`config.mk`:
```
export PLATFORM = sky130hd
export DESIGN_NAME = uart_tx_arbiter
export DESIGN_NICKNAME = d
export VERILOG_FILES = /design/src/rtl/uart_tx_arbiter.sv
export SDC_FILE = /design/constraint.sdc
export NUM_CORES = 1
export LEC_CHECK = 0
export ABC_AREA = 0
export ABC_CLOCK_PERIOD_IN_PS = 1700
export CAP_MARGIN = 30
export CORE_MARGIN = 2
export CORE_UTILIZATION = 45
export CTS_BUF_LIST = sky130_fd_sc_hd__clkbuf_4 sky130_fd_sc_hd__clkbuf_8
export DETAILED_ROUTE_END_ITERATION = 6
export PLACE_DENSITY = 0.88
export SLEW_MARGIN = 5
export SYNTH_ARGS = -nofsm -noshare
export SYNTH_HDL_FRONTEND = slang
export SYNTH_SLANG_ARGS = --single-unit
```
`constraint.sdc`:
```
create_clock -name clk -period 1.7 [get_ports clk]
set_input_delay 0.34 -clock clk [delete_from_list [all_inputs] [get_ports clk]]
set_output_delay 0.34 -clock clk [all_outputs]
set_load 0.05 [all_outputs]
```
`src/rtl/uart_tx_arbiter.sv`:
```
// uart_tx_arbiter
//
// Shares one uart_tx transmitter between REQ_COUNT byte-stream requesters.
// Arbitration is round-robin and packet-atomic. Once a requester is granted, it keeps the
// transmitter until it sends a byte flagged last, or until it holds req_valid low for TIMEOUT
// consecutive cycles while the arbiter is waiting for its next byte. Each byte is sequenced off
// the uart_tx done level: start pulse, wait for done to fall, then wait for done to rise.
//
// Ports
//   clk          system clock
//   rst          synchronous reset, active high
//   req_valid    per requester: a byte is offered on req_data[8r+:8]
//   req_data     one byte per requester, packed
//   req_last     per requester: the offered byte ends the packet
//   req_ready    per requester: 1-cycle pop pulse, the byte was taken
//   grant        one-hot owner of the transmitter, all zero when idle
//   tx_data      byte for uart_tx, held from tx_start until the next tx_start
//   tx_start     1-cycle start pulse for uart_tx
//   tx_done      uart_tx idle level (high = idle / byte finished)
//   busy         high whenever the arbiter is not idle
//   stall_abort  1-cycle pulse when a grant is revoked by the stall timeout
//
// All outputs come straight from flops.

module uart_tx_arbiter #(
   parameter int unsigned REQ_COUNT = 2,
   parameter int unsigned TIMEOUT   = 1023
) (
   input  logic                   clk,
   input  logic                   rst,
   input  logic [REQ_COUNT-1:0]   req_valid,
   input  logic [8*REQ_COUNT-1:0] req_data,
   input  logic [REQ_COUNT-1:0]   req_last,
   output logic [REQ_COUNT-1:0]   req_ready,
   output logic [REQ_COUNT-1:0]   grant,
   output logic [7:0]             tx_data,
   output logic                   tx_start,
   input  logic                   tx_done,
   output logic                   busy,
   output logic                   stall_abort
);

   localparam int unsigned IDX_W = $clog2(REQ_COUNT);
   localparam int unsigned TO_W  = $clog2(TIMEOUT + 1);

   typedef enum logic [1:0] {
      StIdle,
      StSend,
      StWaitLo,
      StWaitHi
   } state_e;

   state_e                 state_q, state_d;
   logic [IDX_W-1:0]       cur_q, cur_d;
   logic [IDX_W-1:0]       last_idx_q, last_idx_d;
   logic [TO_W-1:0]        stall_cnt_q, stall_cnt_d;
   logic                   last_q, last_d;
   logic [REQ_COUNT-1:0]   grant_q, grant_d;
   logic [REQ_COUNT-1:0]   req_ready_q, req_ready_d;
   logic [7:0]             tx_data_q, tx_data_d;
   logic                   tx_start_q, tx_start_d;
   logic                   busy_q, busy_d;
   logic                   stall_abort_q, stall_abort_d;

   // Signals of the currently granted requester.
   logic                   sel_valid;
   logic                   sel_last;
   logic [7:0]             sel_data;

   // Round-robin winner among the valid requesters.
   logic                   found;
   logic [IDX_W-1:0]       pick;
   logic [REQ_COUNT-1:0]   pick_oh;

   always_comb begin : sel_mux
      sel_valid = 1'b0;
      sel_last  = 1'b0;
      sel_data  = 8'h00;
      for (int unsigned r = 0; r < REQ_COUNT; r++) begin
         if (cur_q == IDX_W'(r)) begin
            sel_valid = req_valid[r];
            sel_last  = req_last[r];
            sel_data  = req_data[8*r +: 8];
         end
      end
   end

   // Scan last_idx+1, last_idx+2, ... wrapping, so the requester that finished most recently
   // is considered last. The modulo keeps this correct for non-power-of-two REQ_COUNT.
   always_comb begin : rr_pick
      found   = 1'b0;
      pick    = '0;
      pick_oh = '0;
      for (int unsigned k = 1; k <= REQ_COUNT; k++) begin
         for (int unsigned r = 0; r < REQ_COUNT; r++) begin
            if (!found && req_valid[r] && (((32'(last_idx_q) + k) % REQ_COUNT) == r)) begin
               found      = 1'b1;
               pick       = IDX_W'(r);
               pick_oh[r] = 1'b1;
            end
         end
      end
   end

   always_comb begin : fsm_next
      state_d       = state_q;
      cur_d         = cur_q;
      last_idx_d    = last_idx_q;
      stall_cnt_d   = stall_cnt_q;
      last_d        = last_q;
      grant_d       = grant_q;
      tx_data_d     = tx_data_q;
      req_ready_d   = '0;
      tx_start_d    = 1'b0;
      stall_abort_d = 1'b0;

      case (state_q)
         StIdle: begin
            if (found) begin
               cur_d       = pick;
               grant_d     = pick_oh;
               stall_cnt_d = '0;
               state_d     = StSend;
            end
         end

         StSend: begin
            if (sel_valid && tx_done) begin
               tx_data_d   = sel_data;
               tx_start_d  = 1'b1;
               // grant_q is already the one-hot of cur_q.
               req_ready_d = grant_q;
               last_d      = sel_last;
               stall_cnt_d = '0;
               state_d     = StWaitLo;
            end else if (!sel_valid) begin
               if (stall_cnt_q == TO_W'(TIMEOUT - 1)) begin
                  grant_d       = '0;
                  last_idx_d    = cur_q;
                  stall_abort_d = 1'b1;
                  stall_cnt_d   = '0;
                  state_d       = StIdle;
               end else begin
                  stall_cnt_d = stall_cnt_q + TO_W'(1);
               end
            end
         end

         // uart_tx drops done once it has latched the byte.
         StWaitLo: begin
            if (!tx_done) begin
               state_d = StWaitHi;
            end
         end

         StWaitHi: begin
            if (tx_done) begin
               if (last_q) begin
                  grant_d    = '0;
                  last_idx_d = cur_q;
                  state_d    = StIdle;
               end else begin
                  state_d = StSend;
               end
            end
         end

         default: begin
            grant_d = '0;
            state_d = StIdle;
         end
      endcase

      busy_d = (state_d != StIdle);
   end

   always_ff @(posedge clk) begin
      if (rst) begin
         state_q       <= StIdle;
         cur_q         <= '0;
         last_idx_q    <= IDX_W'(REQ_COUNT - 1);
         stall_cnt_q   <= '0;
         last_q        <= 1'b0;
         grant_q       <= '0;
         req_ready_q   <= '0;
         tx_data_q     <= 8'hFF;
         tx_start_q    <= 1'b0;
         busy_q        <= 1'b0;
         stall_abort_q <= 1'b0;
      end else begin
         state_q       <= state_d;
         cur_q         <= cur_d;
         last_idx_q    <= last_idx_d;
         stall_cnt_q   <= stall_cnt_d;
         last_q        <= last_d;
         grant_q       <= grant_d;
         req_ready_q   <= req_ready_d;
         tx_data_q     <= tx_data_d;
         tx_start_q    <= tx_start_d;
         busy_q        <= busy_d;
         stall_abort_q <= stall_abort_d;
      end
   end

   assign req_ready   = req_ready_q;
   assign grant       = grant_q;
   assign tx_data     = tx_data_q;
   assign tx_start    = tx_start_q;
   assign busy        = busy_q;
   assign stall_abort = stall_abort_q;

endmodule

```
# [After elaboration in Yosys (flattened, before gate mapping)]
# Cells that the tools add are included.
[word_totals] ff_bits=30 latchBits=0 ram_bits=0 romBits=0 in_bits=23 output_inout_bits=15 wordCells=93 memories=0
[classes] n_addsub=3 n_mul=0 div_mod_pow=0 order_cmp=0 n_eq_ne=11 n_shift=0 muxes=40 n_bitwise=2 reduce_logical=26
[ops] op="$logic_not 32->1" n=2
[ops] op="$mux 10" n=4
[ops] op="$mux 2" n=12
[ops] op="$pmux 10 s2" n=1
[ops] op="$mux 1" n=19
[ops] op="$ne 2x2->1 const B" n=6
[ops] op="$add 10x1->10 const B" n=1
[ops] op="$eq 10x10->1 const B" n=1
[ops] op="$logic_and 1x1->1" n=8
[ops] op="$mux 8" n=1
[ops] op="$pmux 2 s4" n=1
[ops] op="$reduce_and 7->1" n=1
[ops] op="$pmux 2 s3" n=1
[ops] op="$reduce_and 6->1" n=1
[ops] op="$reduce_bool 2->1" n=3
[ops] op="$eq 2x2->1 const B" n=2
[ops] op="$reduce_and 2->1" n=2
[ops] op="$reduce_or 4->1" n=1
[ops] op="$logic_not 1->1" n=3
[ops] op="$ne 3x3->1 const B" n=1
[ops] op="$reduce_and 3->1" n=1
[ops] op="$reduce_bool 3->1" n=1
[ops] op="$reduce_or 3->1" n=1
[ops] op="$add 1x1->1 const B" n=2
[ops] op="other kinds (5)" n=6

# [Longest topological paths before layout]
# Gate-level depths: netlist of run 1.
[logic_depth] depth_word=19 mapped_depth=7 ltp_nobuf=6

# [Worst setup path after synthesis of run 1]
# No wires, ideal clock.
[synth_path] path_kind="in2reg" startpoint="input port req_valid[0]" endpoint="register stall_cnt_q[9]" setup_ns=0.080 arrival_ns=1.759 required_ns=1.620 path_slack_ns=-0.138 cell_stages=5 n_path_buf=1 cell_sequence="buf_6 > mux2_4 > a211o_1 > or4_1 > a211oi_2"
[synth_between] elab_chain_len=16 elab_cells_between_ends=21 classes_between="2 x eq/ne; 7 x mux; 12 x reduce/logical"
[synth_rtl] item="start, declared" line="31" rtl="input logic [REQ_COUNT-1:0] req_valid,"
[synth_rtl] item="$logic_and 1x1->1" line="96" rtl="if (!found && req_valid[r] && (((32'(last_idx_q) + k) % REQ_COUNT) == r)) begin"
[synth_rtl] item="$mux 1" line="96"
[synth_rtl] item="$logic_not 1->1" line="96"
[synth_rtl] item="$logic_and 1x1->1 (2 in a row)" line="96"
[synth_rtl] item="$mux 1" line="96"
[synth_rtl] item="$logic_not 1->1" line="96"
[synth_rtl] item="$logic_and 1x1->1 (2 in a row)" line="96"
[synth_rtl] item="$mux 1" line="96"
[synth_rtl] item="$logic_not 1->1" line="96"
[synth_rtl] item="$logic_and 1x1->1 (2 in a row)" line="96"
[synth_rtl] item="$mux 1" line="96"
[synth_rtl] item="$ne 2x2->1 (no source line)"
[synth_rtl] item="$reduce_and 3->1 (no source line)"
[synth_rtl] item="end signal, assigned" line="194" rtl="stall_cnt_q <= stall_cnt_d;"
[synth_rtl] item="end, declared" line="56" rtl="logic [TO_W-1:0] stall_cnt_q, stall_cnt_d;"
# Parallel ways exist; a longest one is shown, timed or not.
# A chain may end at the register's enable or synchronous reset.

# [Worst setup path after layout of run 1]
[layout_path] startpoint="register cur_q" endpoint="register stall_cnt_q[5]"
[layout_between] elab_chain_len=4 elab_cells_between_ends=6 classes_between="1 x eq/ne; 3 x mux; 2 x reduce/logical"
[layout_rtl] item="start, declared" line="54" rtl="logic [IDX_W-1:0] cur_q, cur_d;"
[layout_rtl] item="start signal, assigned" line="192" rtl="cur_q <= cur_d;"
[layout_rtl] item="$mux 1 *" line="80" rtl="if (cur_q == IDX_W'(r)) begin"
[layout_rtl] item="$logic_and 1x1->1" line="128" rtl="if (sel_valid && tx_done) begin"
[layout_rtl] item="$ne 3x3->1 (no source line) / $mux 10 (equally long branches)"
[layout_rtl] item="$reduce_and 3->1 (no source line) / $pmux 10 s2 (equally long branches)"
# Mark *: on every way between the ends. The rest lies on a longest branch, timed or not.

==> load_flow_metrics.sql, run 1 <==
INSERT INTO impl_metrics (metric_group, metric, value, unit) VALUES
('finish', 'finalNetCount', '240', ''),
('detailed_routing', 'viasPerCell', '5.88', ''),
('min_path', 'worstHoldStart', 'tx_data[2]', ''),
('clock_network', 'tritoncts', 'built', ''),
('place', 'placedCellCount', '248', ''),
('place', 'gpl.final_weighted_congestion', '0.839', ''),
('synthesis', 'postSynthAreaPerCell', '9.31', 'µm²'),
('die', 'placement_rows', '20', ''),
('clock_network', 'clock_root_buffer', 'sky130_fd_sc_hd__clkbuf_4', ''),
('setup_path', 'worst-setup-path-type', 'reg2reg', ''),
('min_path', 'hold_path_cell_cnt', '1', ''),
('synthesis', 'synth-xor-area-share', '1.76', '%'),
('global_routing', 'grt-busiest-layer', 'met2', ''),
('die', 'die_h', '61.5', 'µm'),
('setup_path', 'kind_of_start_point_of_the_critical_path', 'flip-flop', ''),
('sta', 'fin_setup_tns', '-0.500', 'ns'),
('sta', 'fmax', '543', 'MHz'),
('global_routing', 'grt_first_pass_wirelength', '6.14', 'mm'),
('synthesis', 'yosys_warn_count', '0', ''),
('setup_path', 'rr_startpoint', 'cur_q', ''),
('synthesis', 'yosysTopAreaCellShare', '40.3', '%'),
('synthesis', 'synth_top_family_by_area', 'compound AO/OA/AOI/OAI gates', ''),
('sta', 'timing.final.hold_violations', '0', ''),
('setup_path', 'worst_r2r_endpoint', 'stall_cnt_q[5]', ''),
('synthesis', 'ys_top_cells_by_area', 'sky130_fd_sc_hd__dfxtp_1 40%, sky130_fd_sc_hd__mux2i_1 6.7%, sky130_fd_sc_hd__a211o_1 5.3%, sky130_fd_sc_hd__nor2_1 3.5%, sky130_fd_sc_hd__a211oi_2 3.4%', ''),
('outcome', 'violations_in_the_final_reports', 'negative setup slack', ''),
('finish', 'area_growth_syn_to_layout', '41.5', '%'),
('global_routing', 'first_global_vias', '1389', ''),
('clock_network', 'htree_num_levels', '2', ''),
('sta', 'setup_violations', '10', ''),
('detailed_routing', 'drtPass1Iterations', '4', ''),
('place', 'placement.setup.worst_slack', '-0.557', 'ns'),
('global_routing', 'grt_max_degree', '30', ''),
('die', 'die_w', '61.5', 'µm'),
('sta', 'period_minus_slack', '1.84', 'ns'),
('global_routing', 'grt.met2_usage', '39.1', '%'),
('global_routing', 'antenna_found_initial', '0', ''),
('global_routing', 'grt_total_usage', '22.1', '%'),
('setup_path', 'worstPathRequired', '1.91', 'ns'),
('die', 'die_footprint', '3780', 'µm²'),
('clock_network', 'clock_latency', '0.33', 'ns'),
('synthesis', 'synth-adder-area-share', '1.68', '%'),
('synthesis', 'count_of_distinct_cell_types_in_the_synthesized_netlist', '43', ''),
('setup_path', 'worstPathMaxFanout', '6', ''),
('finish', 'post_route_cells_drive_above_1_share', '31.2', '%'),
('pwr', 'cellPowerDensity', '766', 'nW/µm²'),
('synthesis', 'synth_largest_area_cell', 'sky130_fd_sc_hd__dfxtp_1', ''),
('die', 'pin_count', '38', ''),
('finish', 'multiInputGateArea', '876', 'µm²'),
('detailed_routing', 'drt_first_iter_violations', '107', ''),
('sta', 'rsz0062_at_grt', 'true', ''),
('setup_path', 'r2r_slack', '-0.14', 'ns'),
('sta', 'slew_viol_final', '0', ''),
('detailed_routing', 'route.final.wire_length', '4.28', 'mm'),
('clock_network', 'clock_sinks', '30', ''),
('setup_path', 'critPathCaptureType', 'flip-flop', ''),
('setup_path', 'cp_data_arrival_time', '2.06', 'ns'),
('synthesis', 'synthesis.area', '1490', 'µm²'),
('global_routing', 'grt_overflow_total', '0', ''),
('sta', 'finalClockSkew', '0.00562', 'ns'),
('finish', 'layout_common_cells', '33 x sky130_fd_sc_hd__buf_4, 28 x sky130_fd_sc_hd__dfxtp_1, 19 x sky130_fd_sc_hd__clkdlybuf4s50_1', ''),
('finish', 'num_antenna_cells', '0', ''),
('place', 'buffer_ports.inserted', '37', ''),
('sta', 'fin_ws', '-0.143', 'ns'),
('outcome', 'status', 'finished, violations left', ''),
('finish', 'utilization_after_layout', '67.9', '%'),
('finish', 'layout.cells.most_common', 'sky130_fd_sc_hd__buf_4', ''),
('sta', 'worstMarginPinSlew', '0.447', 'ns'),
('min_path', 'min-delay-path-class', 'reg2reg', ''),
('synthesis', 'syn_inst', '160', ''),
('clock_network', 'numCtsBuffers', '5', '');
[area by class of cell]
cell class	instances	share of cell area [%]
clock buffer	5	1.78
clock inverter	2	0.475
inverter	4	0.713
multi-input combinational	116	41.6
sequential	30	28.6
tap	44	2.61
timing repair buffer	58	24.2
[power breakdown]
group	internal (mW)	switching, mW	total (mW)
sequential	0.737	0.0274	0.764
combinational	0.213	0.248	0.461
clock	0.148	0.242	0.390
total	1.10	0.517	1.61
[routing by layer]
metal | routed length [µm] | vias to the layer above
met5 | 0 | -
met4 | 96 | 0
met3 | 309 | 15
met2 | 2280 | 83
met1 | 1590 | 717
li1 | - | 707
[Yosys cell counts, types with 2 or more instances]
cell type and number:
sky130_fd_sc_hd__nand2b_1 3, sky130_fd_sc_hd__dfxtp_1 30, sky130_fd_sc_hd__clkbuf_1 4, sky130_fd_sc_hd__nor4_1 2
sky130_fd_sc_hd__ha_1 2, sky130_fd_sc_hd__xnor2_1 3, sky130_fd_sc_hd__mux2i_1 10, sky130_fd_sc_hd__nand4_1 3
sky130_fd_sc_hd__nand2_1 9, sky130_fd_sc_hd__a211oi_2 4, sky130_fd_sc_hd__nor2_1 14, sky130_fd_sc_hd__o31ai_1 3
sky130_fd_sc_hd__a211oi_1 4, sky130_fd_sc_hd__a211o_1 9, sky130_fd_sc_hd__and4_1 2, sky130_fd_sc_hd__a21oi_1 7
sky130_fd_sc_hd__o21ai_0 5, sky130_fd_sc_hd__and2_1 2, sky130_fd_sc_hd__inv_1 4, sky130_fd_sc_hd__buf_6 2
sky130_fd_sc_hd__or3_1 4, sky130_fd_sc_hd__nor3_1 6, sky130_fd_sc_hd__or4_1 3, sky130_fd_sc_hd__nand3_1 6
[stage by stage]
step / hold slack, ns / area [µm²]
2_1_floorplan: 0.471 / 1500
3_3_place_gp: 0.447 / 1950
3_5_place_dp: 0.455 / 1950
4_1_cts: 0.477 / 2080
5_1_grt: 0.497 / 2110
6_report: 0.474 / 2110
[flip-flops by register name, summed over array words and instances (netlist names)]
register / flops
busy: 1
cur_q: 1
grant: 2
last_idx_q: 1
last_q: 1
req_ready: 2
stall_abort: 1
stall_cnt_q: 10
state_q: 2
tx_data: 8
tx_start: 1
[cells by family (layout without fill, tap and decap cells)]
logic type	Yosys count	count (layout)
adder cells (fa/ha/maj)	2	2
buffers and inverters	14	69
multiplexers	11	11
flip-flops	30	30
XOR/XNOR	3	3
AO/OA/AOI/OAI	42	42
AND/OR/NAND/NOR	58	58
[how the worst max path moves through the flow]
stage | end | cells past startpoint | start
after floorplan | stall_cnt_q[9] | 5 | req_valid[0]
after global placement | stall_cnt_q[9] | 5 | req_valid[0]
after detailed placement | stall_cnt_q[2] | 6 | req_valid[0]
after CTS | stall_cnt_q[2] | 5 | cur_q
after global routing | last_idx_q | 6 | stall_cnt_q[0]
final | stall_cnt_q[5] | 6 | cur_q
[critical path, cell delays in order (launching register included)]
cell	delay, ns
sky130_fd_sc_hd__dfxtp_2	0.35
sky130_fd_sc_hd__mux2_4	0.31
sky130_fd_sc_hd__a211o_1	0.33
sky130_fd_sc_hd__buf_6	0.16
sky130_fd_sc_hd__buf_4	0.15
sky130_fd_sc_hd__o31ai_1	0.31
sky130_fd_sc_hd__a211oi_2	0.11
[repair_timing]
action / in CTS / in global routing
buffers inserted: 4 / 0
pin swaps: 4 / 8
gates resized for setup: 12 / 9
endpoints found under the setup margin: 19 / 26
No activity file was read; power rests on OpenSTA's default activity.
==> run 2, diff against run 1 <==
- CTS_CLUSTER_DIAMETER: default -> 100
==> results of run 2 <==
Final layout, timing and power as in run 1 (identical DEF).
==> edit, RTL diff (config.mk and constraints of run 1) <==
Re-encode `state_e` (4 states) as one-hot, 4 bits wide.
--- a/src/rtl/uart_tx_arbiter.sv
+++ b/src/rtl/uart_tx_arbiter.sv
@@ -44,9 +44,9 @@
    localparam int unsigned TO_W  = $clog2(TIMEOUT + 1);
 
-   typedef enum logic [1:0] {
-      StIdle,
-      StSend,
-      StWaitLo,
-      StWaitHi
+   typedef enum logic [3:0] {
+      StIdle   = 4'b0001,
+      StSend   = 4'b0010,
+      StWaitLo = 4'b0100,
+      StWaitHi = 4'b1000
    } state_e;
 
Function: same outputs for any inputs over 10 cycles, from zero or initial values and one cycle with rst high; not proved beyond that.
==> edit against run 1 <==
Area after synthesis rose by 3.3%. Worst setup slack improved by 230 ps. Via count decreased by 9.7%. Design area down 0.24%. Non-clock buffer count fell by 4. Sequential cell count increased by 2. Worst hold slack gained 4.6 ps. Power is 7.6% higher. Wire length shrank 21%. Sequential share of layout area grew 2.0 points. Critical path type unchanged. Largest cell class unchanged.
==> edit: results (changes against run 1) <==
Run status
  – Status: complete, no violations

Placed design
  – Placer Congestion: 0.841 (+0.21%)
  – Post-DP HPWL: 2.61 mm (-9.7%)
  – Inst Count DP: 259 (+4.4%)
  – Dpl cell area: 2020 um2 (+3.7%)

Min path
  – Worst Hold Path EP: req_ready[1]$_SDFF_PP0_

Synth
  – Syn avg cell area: 9.21 um2 (-1.1%)
  – Compound-Gate Fraction of Synth Area: 16.8% (-5.5 points)
  – Synth Net Count: 192 (+3.8%)
  – Portion of netlist area occupied by mux cells: 7.89% (+0.16 points)
  – Sequential share of the synthesized area: 41.7% (+1.3 points)
  – Ranking of synthesized cells by area: dfxtp_1, mux2i_1, o211ai_1
  – Synth top cells by count: dfxtp_1, nor2_1, nand2_1
  – Post-Synth XOR/XNOR Area: 6.27% (+4.5 points)
  – Synth cell types: 42 (-2.3%)

Setup path
  – R2r setup slk: 90 ps (+230 ps)
  – Worst r2r src: state_q[2]$_SDFF_PP0_
  – Max stage delay on crit path: 370 ps (+20 ps)
  – R2r endpoint: stall_cnt_q[7]$_SDFFE_PP0P_

STA
  – Slew @ Worst Pin: 375 ps (-71.6 ps)
  – Worst Skew: 12.7 ps (+7.09 ps)
  – Worst hold slack: 478 ps (+4.59 ps)

Power and ir drop
  – Sequential power: 0.819 mW (+7.2%)
  – Static Leak: 0.853 nW (+11%)
  – Max rail drop VDD: 505 uV (+16%)

Global route
  – Vias in the first global route: 1,311 (-5.6%)
  – M2 GR Usage: 32.1% (-7.0 points)
  – First-pass GRT wire length: 5.83 mm (-5.1%)
  – Grt met3 use: 3.96% (-3.0 points)
  – Largest net degree at the start of global routing: 17 (-43%)

Detailed routing
  – WL/cell: 12.7 um (-23%)
  – DR WL met2: 1.70 mm (-25%)
  – Violation count after the first detailed-route iteration: 68 (-36%)
  – Total routed wirelength: 3.39 mm (-21%)
  – Met1 WL: 1.48 mm (-7.4%)
  – Total length of routed met3 wires: 140 um (-55%)
  – DR vias/cell: 5.15 (-12%)

Clocking
  – Post-CTS Setup Bufs: 0 (-4)
  – # resized after CTS: 0 (-12)

Floorplanning
  – Core area: 3310 um2 (+6.7%)

Layout
  – Share of post-route cells with drive strength above 1: 22.6% (-8.5 points)
  – Final nets: 245 (+2.1%)
edit: cell type report:
cell class / count / area (um2)
Sequential cell: 32 / 643
Multi-Input combinational cell: 124 / 856
Inverter: 3 / 11.3
Timing Repair Buffer: 54 / 473
Clock inverter: 2 / 10.0
Fill cell: 283 / 1210
Tap cell: 46 / 57.6
Clock buffer: 6 / 51.3
edit: worst max-delay path by stage:
stage,cells past startpoint,startpoint,slack (ps),to
floorplan,6,state_q[1]$_SDFF_PP0_,180,stall_cnt_q[5]$_SDFFE_PP0P_
global placement,8,req_valid[1],-180,stall_cnt_q[1]$_SDFFE_PP0P_
detailed placement,8,req_valid[0],-190,stall_cnt_q[1]$_SDFFE_PP0P_
CTS,5,state_q[3]$_SDFF_PP0_,20,stall_cnt_q[5]$_SDFFE_PP0P_
global route,5,stall_cnt_q[2]$_SDFFE_PP0P_,3,busy$_SDFF_PP0_
finish,6,state_q[2]$_SDFF_PP0_,90,stall_cnt_q[7]$_SDFFE_PP0P_
